===== src/rtl/rsa_job_sequencer.sv =====
// RSA job sequencer: walks the channels set in ch_mask in ascending order,
// pulsing rsa_clear and then enabling the RSA unit for each one, storing
// each result in its slot, and raising irq at the end of the batch.
module rsa_job_sequencer #(
  parameter int WIDTH    = 8,
  parameter int CHANNELS = 4,
  parameter int TIMEOUT  = 1024
) (
  input  logic                      clk,
  input  logic                      rst,
  input  logic                      ena,
  input  logic                      start,
  input  logic                      stop,
  input  logic [CHANNELS-1:0]       ch_mask,
  input  logic                      rsa_eoc,
  input  logic [WIDTH-1:0]          rsa_c,
  input  logic                      irq_clr,
  output logic                      rsa_en,
  output logic                      rsa_clear,
  output logic [$clog2(CHANNELS)-1:0] sel_ch,
  output logic [WIDTH*CHANNELS-1:0] res_data,
  output logic [CHANNELS-1:0]       done_mask,
  output logic                      busy,
  output logic                      irq,
  output logic                      timeout_err,
  output logic                      aborted
);

  localparam int SW = $clog2(CHANNELS);
  localparam int TW = $clog2(TIMEOUT);

  typedef enum logic [1:0] {IDLE, CLEAR, RUN} state_t;

  state_t                    state_q, state_d;
  logic [CHANNELS-1:0]       pending_q, pending_d;
  logic [CHANNELS-1:0]       done_q, done_d;
  logic [WIDTH*CHANNELS-1:0] res_q, res_d;
  logic [SW-1:0]             sel_q, sel_d;
  logic [TW-1:0]             timer_q, timer_d;
  logic                      irq_q, irq_d;
  logic                      tmo_q, tmo_d;
  logic                      ab_q, ab_d;
  logic [CHANNELS-1:0]       rem_mask;

  // Index of the lowest set bit (0 when none is set).
  function automatic logic [SW-1:0] lowest(input logic [CHANNELS-1:0] m);
    logic [SW-1:0] idx;
    idx = '0;
    for (int unsigned i = CHANNELS; i > 0; i--) begin
      if (m[i-1]) idx = SW'(i - 1);
    end
    return idx;
  endfunction

  // Next-state and output decode; stop outranks eoc, eoc outranks timeout.
  always_comb begin
    state_d   = state_q;
    pending_d = pending_q;
    done_d    = done_q;
    res_d     = res_q;
    sel_d     = sel_q;
    timer_d   = timer_q;
    irq_d     = irq_q;
    tmo_d     = tmo_q;
    ab_d      = ab_q;
    rem_mask  = pending_q & ~(CHANNELS'(1) << sel_q);
    rsa_en    = 1'b0;
    rsa_clear = 1'b0;

    if (ena) begin
      if (irq_clr) irq_d = 1'b0;
      case (state_q)
        IDLE: begin
          if (start && (|ch_mask)) begin
            pending_d = ch_mask;
            sel_d     = lowest(ch_mask);
            done_d    = '0;
            tmo_d     = 1'b0;
            ab_d      = 1'b0;
            state_d   = CLEAR;
          end
        end
        CLEAR: begin
          rsa_clear = 1'b1;
          timer_d   = '0;
          if (stop) begin
            state_d   = IDLE;
            ab_d      = 1'b1;
            irq_d     = 1'b1;
            pending_d = '0;
          end else begin
            state_d = RUN;
          end
        end
        RUN: begin
          rsa_en  = 1'b1;
          timer_d = timer_q + TW'(1);
          if (stop) begin
            state_d   = IDLE;
            ab_d      = 1'b1;
            irq_d     = 1'b1;
            pending_d = '0;
          end else if (rsa_eoc) begin
            res_d[sel_q*WIDTH +: WIDTH] = rsa_c;
            done_d[sel_q]               = 1'b1;
            pending_d                   = rem_mask;
            if (|rem_mask) begin
              sel_d   = lowest(rem_mask);
              state_d = CLEAR;
            end else begin
              state_d = IDLE;
              irq_d   = 1'b1;
            end
          end else if (timer_q == TW'(TIMEOUT - 1)) begin
            state_d   = IDLE;
            tmo_d     = 1'b1;
            irq_d     = 1'b1;
            pending_d = '0;
          end
        end
        default: state_d = IDLE;
      endcase
    end
  end

  // State registers with synchronous reset.
  always_ff @(posedge clk) begin
    if (rst) begin
      state_q   <= IDLE;
      pending_q <= '0;
      done_q    <= '0;
      res_q     <= '0;
      sel_q     <= '0;
      timer_q   <= '0;
      irq_q     <= 1'b0;
      tmo_q     <= 1'b0;
      ab_q      <= 1'b0;
    end else begin
      state_q   <= state_d;
      pending_q <= pending_d;
      done_q    <= done_d;
      res_q     <= res_d;
      sel_q     <= sel_d;
      timer_q   <= timer_d;
      irq_q     <= irq_d;
      tmo_q     <= tmo_d;
      ab_q      <= ab_d;
    end
  end

  assign busy        = (state_q != IDLE);
  assign sel_ch      = sel_q;
  assign res_data    = res_q;
  assign done_mask   = done_q;
  assign irq         = irq_q;
  assign timeout_err = tmo_q;
  assign aborted     = ab_q;

endmodule


===== config.mk =====
export PLATFORM = sky130hd
export DESIGN_NAME = rsa_job_sequencer
export DESIGN_NICKNAME = d
export VERILOG_FILES = /design/src/rtl/rsa_job_sequencer.sv
export SDC_FILE = /design/constraint.sdc
export NUM_CORES = 1
export LEC_CHECK = 0
export BUFFER_PORTS_ARGS = -buffer_cell sky130_fd_sc_hd__buf_4
export CORE_MARGIN = 4
export CORE_UTILIZATION = 40
export CTS_BUF_LIST = sky130_fd_sc_hd__clkbuf_4 sky130_fd_sc_hd__clkbuf_8
export CTS_CLUSTER_SIZE = 14
export DETAILED_ROUTE_END_ITERATION = 12
export GPL_TIMING_DRIVEN = 0
export HOLD_SLACK_MARGIN = 0.06
export SETUP_SLACK_MARGIN = 0.1
export SLEW_MARGIN = 25
export SYNTH_ARGS = -nofsm -noshare
export SYNTH_HDL_FRONTEND = slang
export SYNTH_SLANG_ARGS = --single-unit

===== constraint.sdc =====
create_clock -name clk -period 1.8 [get_ports clk]
set_clock_uncertainty 0.1 [all_clocks]
set_input_delay 0 -clock clk [delete_from_list [all_inputs] [get_ports clk]]
set_output_delay 0 -clock clk [all_outputs]
set_load 0.01 [all_outputs]

# After elaboration in Yosys (flattened, before gate mapping)
# Index checks and enable logic that the tools add are counted.
# totals
regBits	57
inputBits	19
out_inout_bits	44
word_cells	103
# op_classes
addsub	2
magnitude_cmp	2
n_eq_ne	12
shifts	3
n_mux	52
bitwise_logic	4
reduce_logical	19
# op_table
operator	n
2-bit 2-to-1 mux	17
5-bit negation with 34-bit output	1
8-bit by 34-bit variable shift with 32-bit output (first input constant)	1
8-bit by 34-bit indexed part select with 32-bit output	1
32-bit bitwise mux	1
4-bit 2-to-1 mux	8
10-bit one-hot mux with 2 select lines	1
1-bit 2-to-1 mux	17
2-bit inequality test (second input constant)	7
4-bit one-hot mux with 3 select lines	1
6-bit AND reduction	2
10-bit by 1-bit adder with 10-bit output (second input constant)	1
10-bit == test (second input constant)	1
5-bit AND reduction	2
4-bit one-hot mux with 2 select lines	1
4-bit AND reduction	2
2-bit nonzero test	4
4-bit OR reduction	2
1-bit one-hot mux with 2 select lines	3
2-bit one-hot mux with 3 select lines	1
4-bit bitwise AND	1
4-bit inequality test (second input constant)	1
4-bit NOT	1
4-bit OR	1
15 further kinds	16

# Longest topological paths before layout
# logic_depth
ltp_word	11
mapped_depth	8
ltp_nobuf	6

# Worst setup path before layout
# OpenSTA, ideal clock, no wires.
# synth_timing
path_type	reg2reg
from	reg sel_q[0] (netlist: sel_ch[0])
to	reg res_q[21] (netlist: res_data[21])
setup_ps	70
arrival_ps	1804
required_time_ps	1630
slack_ps	-175
stages_incl_launch_ff	7
path_buffers	1
period_less_slack_ps	1975
cell_sequence	dfxtp_1 > inv_1 > ha_1 > clkbuf_1 > nor3b_1 > nand3_1 > a21oi_1
# synth_between
elab_chain_len	3
word_cells_on_any_way	4
cone_classes	add/sub (1); shift (2); mux (1)
# synth_rtl
element	line_no	rtl
from (decl)	38	logic [SW-1:0] sel_q, sel_d;
from (signal assigned)	143	sel_q <= sel_d;
5-bit negation with 34-bit output (*)	104	res_d[sel_q*WIDTH +: WIDTH] = rsa_c;
8-bit by 34-bit indexed part select with 32-bit output / 8-bit by 34-bit variable shift with 32-bit output (equally long branches)	104	
32-bit bitwise mux (*)	104	
to (signal assigned)	142	res_q <= res_d;
to (decl)	37	logic [WIDTH*CHANNELS-1:0] res_q, res_d;
# Mark *: on every way between the ends. The rest lies on a longest branch, timed or not.
# A chain may end at the register's enable or synchronous reset.

# Worst setup path in the final report
# layout_timing
from	reg state_q[1]
to	reg pending_q[2]
# layout_between
elab_chain_len	3
word_cells_on_any_way	9
cone_classes	eq/ne (5); mux (1); reduce/logical (3)
# layout_rtl
element	line_no	rtl
from (decl)	34	state_t state_q, state_d;
from (signal assigned)	139	state_q <= state_d;
2-bit == test, or another cell as far along	72	case (state_q)
4-bit inequality test (no source line), or another cell as far along	-	
5-bit AND reduction (no source line)	-	
to (signal assigned)	140	pending_q <= pending_d;
to (decl)	35	logic [CHANNELS-1:0] pending_q, pending_d;
# Parallel ways exist; a longest one is shown, timed or not.

==> run metrics <==
status finished, violations left; failing checks setup timing; RSZ-0062 raised after global routing true; flop-to-flop setup slack -0.16 ns; P per Cell Area 734 mW/mm²; Async SR Flop Fraction 0; DIE AREA 0.00819 mm²; Die Ht 90.5 µm; Logic pwr share 0.178; Crit path max-delay family simple AND/OR/NAND/NOR gates; worst setup path class reg -> reg; slowest CP cell nor4_1; nets 455; Layout area overhead 46.1%; YS warnings 0; final instance area 0.00398 mm²; CTS root buf clkbuf_8; fraction of the yosys area taken by sequential cells 0.419; Worst Max-Slew Pin Slew 0.707 ns; top_reg_cell synth dfxtp_1; synthesized area 0.00272 mm²; relative slew slack 0.528; hold path cells 4; Post-DP Area 0.00335 mm²; Reg clk slew, reported paths 0.07 ns; RR Endpoint pending_q[2]; First DRT Iteration DRCs 151; Antenna Nets Post-Route 0; final worst-path cycle share 1.09; Pint 2.13 mW; H-tree Lvls 3; clock power share 0.377; final setup fails 13; final WL 7870 µm; Fin. Hold Viols 0; max-cap violation count 0; R2R cell count 7; final-layout fill cell count 605; Post-Synthesis Cells 322; Final Total Pwr 2.92 mW; vias in the first global route 2537; largest net degree at the start of global routing 11; Worst EP arrival 2.05 ns; Clock Latency Late Sink 0.34 ns; global-route wire length before repair 12800 µm; initial antenna violation count 0; hold endpoint irq; worst reg2reg path startpoint state_q[1]; Compound-Gate Fraction of Synth Area 0.174; CTS tree yes; Starting Density 0.419; f_max 0.511 GHz; Worst Path Buf+Inv 2; row cnt 29; Post-synth EDFFs 0; Yosys cell types 49; Switching Power 0.794 mW; max-slew violations 0; routed len/inst 15.6 µm; Synth Area in XOR/XNOR 0.0257; total core area 0.00649 mm²; Placer Congestion 0.793; layout cells sized above 1 0.325; Pre-antenna DRT Iters 4; port bufs 61; min Tclk post-route 1.96 ns; Worst Setup Start Kind flip-flop; HPWL after DPL 5250 µm; Tot GR Track Use 0.191; total grt overflow 0; dpl ws -0.326 ns; DRC 0; CP max stage delay 0.48 ns; Longest Clk Path Bufs 2; Stages on worst setup path 7; Setup WS post-layout -0.155 ns; Cell Chain, Critical Path inv_2 -> ha_4 -> or3b_4 -> o311ai_4 -> buf_12 -> nor4_1 -> o32ai_2; Net Sw Frac 0.272; leak pwr 1.59 nW; Hold Crit Class in -> reg; Critical Path Fanout Max 10; Req. time, crit path 1.90 ns; synthesized flop and latch total 57; Post-Syn Area per Cell 8.45 µm²; worst vdd ir 524 µV; Fin Hold WS 0.102 ns; hold path startpoint ena; syn_nets 354; IO Count 63; Die Wd 90.5 µm; diode count 0; CTS Buf Count 9; largest family of logic cells by synthesized area simple AND/OR/NAND/NOR gates; Vias/cell 5.31; via count 2682; Adder-Cell Fraction of Synth Area 0.0598; Post-Synth Simple-Gate Area 0.279; Sinks on Clock Net 57; mux contribution to synthesized area 0; Worst setup EP type flip-flop; Seq pwr share 0.445
==> synthesized netlist by cell type, types with 2 or more instances <==
master | number | area [µm²]
o21ai_0 | 2 | 10.0
a221oi_1 | 2 | 17.5
nand2_1 | 42 | 158
nand2b_1 | 11 | 68.8
and2_0 | 2 | 12.5
dfxtp_1 | 57 | 1140
nand3_1 | 36 | 180
nor3b_1 | 3 | 22.5
nor2_1 | 22 | 82.6
clkbuf_1 | 11 | 41.3
buf_2 | 5 | 25.0
xor2_1 | 8 | 70.1
inv_1 | 10 | 37.5
o32ai_1 | 2 | 17.5
nor2b_1 | 2 | 12.5
a21oi_1 | 40 | 200
nor3_1 | 3 | 15.0
a21o_1 | 2 | 15.0
nand4_1 | 4 | 25.0
nor4_1 | 5 | 31.3
ha_1 | 13 | 163
and2_1 | 7 | 43.8
o32ai_2 | 2 | 32.5
a31oi_1 | 5 | 31.3
and4_1 | 2 | 17.5
==> cell usage in the layout, fill, tap and decap left out, types with 4 or more instances in the layout <==
cell,synthesis,routed
ha_1,13,10
buf_2,5,7
dfxtp_1,57,52
clkbuf_1,11,6
nand2_1,42,42
nor2_1,22,22
and2_1,7,7
a31oi_1,5,5
xor2_1,8,8
inv_1,10,6
nor4_1,5,4
nand4_1,4,4
dlygate4sd3_1,0,17
buf_4,0,70
a21oi_1,40,39
clkbuf_8,0,11
nand2b_1,11,9
nand3_1,36,36
==> worst reg2reg max path, cell delays in order, from the launching register on <==
cell	delay, ns
dfxtp_2	0.35
inv_2	0.06
ha_4	0.16
or3b_4	0.25
o311ai_4	0.11
buf_12	0.16
nor4_1	0.48
o32ai_2	0.15
==> repair_timing <==
action                                 4_1_cts  5_1_grt
endpoints found under the hold margin       51        0
buffers inserted                             5        5
hold buffers                                17        0
cloned                                       1        1
resized for setup                           27       13
setup endpoints to repair                   57       56
pin swaps                                    6        1
==> power by group through the flow <==
| stage | clock [mW] | sequential, mW | combinational (mW) |
|---|---|---|---|
| after global placement | 0 | 1.33 | 0.354 |
| final | 1.10 | 1.30 | 0.519 |
| after global routing | 1.19 | 1.30 | 0.557 |
| after CTS | 1.13 | 1.30 | 0.479 |
| after floorplan | 0 | 1.32 | 0.225 |
| after detailed placement | 0 | 1.33 | 0.355 |
==> logic make-up (layout without fill, tap and decap cells) <==
logic type / Yosys count / in the layout
simple gates: 149 / 149
compound gates: 68 / 69
flops: 57 / 57
buf+inv: 27 / 132
fa+ha+maj: 13 / 13
xor+xnor: 8 / 8
==> how the worst max path moves through the flow <==
stage	start	to	slack (ns)
after global placement	sel_ch[1]	res_data[29]	-0.27
after floorplan	state_q[1]	aborted	-0.04
after global routing	state_q[1]	pending_q[2]	-0.22
after CTS	state_q[1]	pending_q[2]	-0.13
final	state_q[1]	pending_q[2]	-0.16
after detailed placement	sel_ch[0]	sel_ch[1]	-0.33
==> layout make-up <==
| class | instances | area, µm² | share of cell area |
|---|---|---|---|
| Clock buffer | 13 | 166 | 0.0419 |
| Timing Repair Buffer | 89 | 727 | 0.183 |
| Buffer | 17 | 104 | 0.0261 |
| Tap cell | 77 | 96.3 | 0.0242 |
| Clock inverter | 3 | 15.0 | 0.00378 |
| Inverter | 10 | 50.0 | 0.0126 |
| Sequential cell | 57 | 1150 | 0.290 |
| Multi-Input combinational cell | 239 | 1670 | 0.419 |
==> stage by stage <==
| stage | util | instances | setup TNS (ns) |
|---|---|---|---|
| 5_1_grt | 0.612 | 505 | -4.57 |
| 2_1_floorplan | - | 322 | -0.168 |
| 4_1_cts | 0.598 | 499 | -1.17 |
| 3_3_place_gp | 0.516 | 460 | -5.79 |
| 3_5_place_dp | 0.516 | 460 | -6.96 |
| 6_report | 0.612 | 505 | -1.34 |
==> flip-flops by register name, summed over array words and instances, names as in the netlist <==
register,flops
aborted,1
done_mask,4
irq,1
pending_q,4
res_data,32
sel_ch,2
state_q,2
timeout_err,1
timer_q,10
==> routing by layer <==
metal	vias up	routed length, µm	GRT usage
li1	1341	-	-
met1	1252	3560	0.255
met2	73	3740	0.298
met3	16	440	0.0600
met4	0	130	0.0523
met5	-	0	0
(Power assumes the default switching activity.)
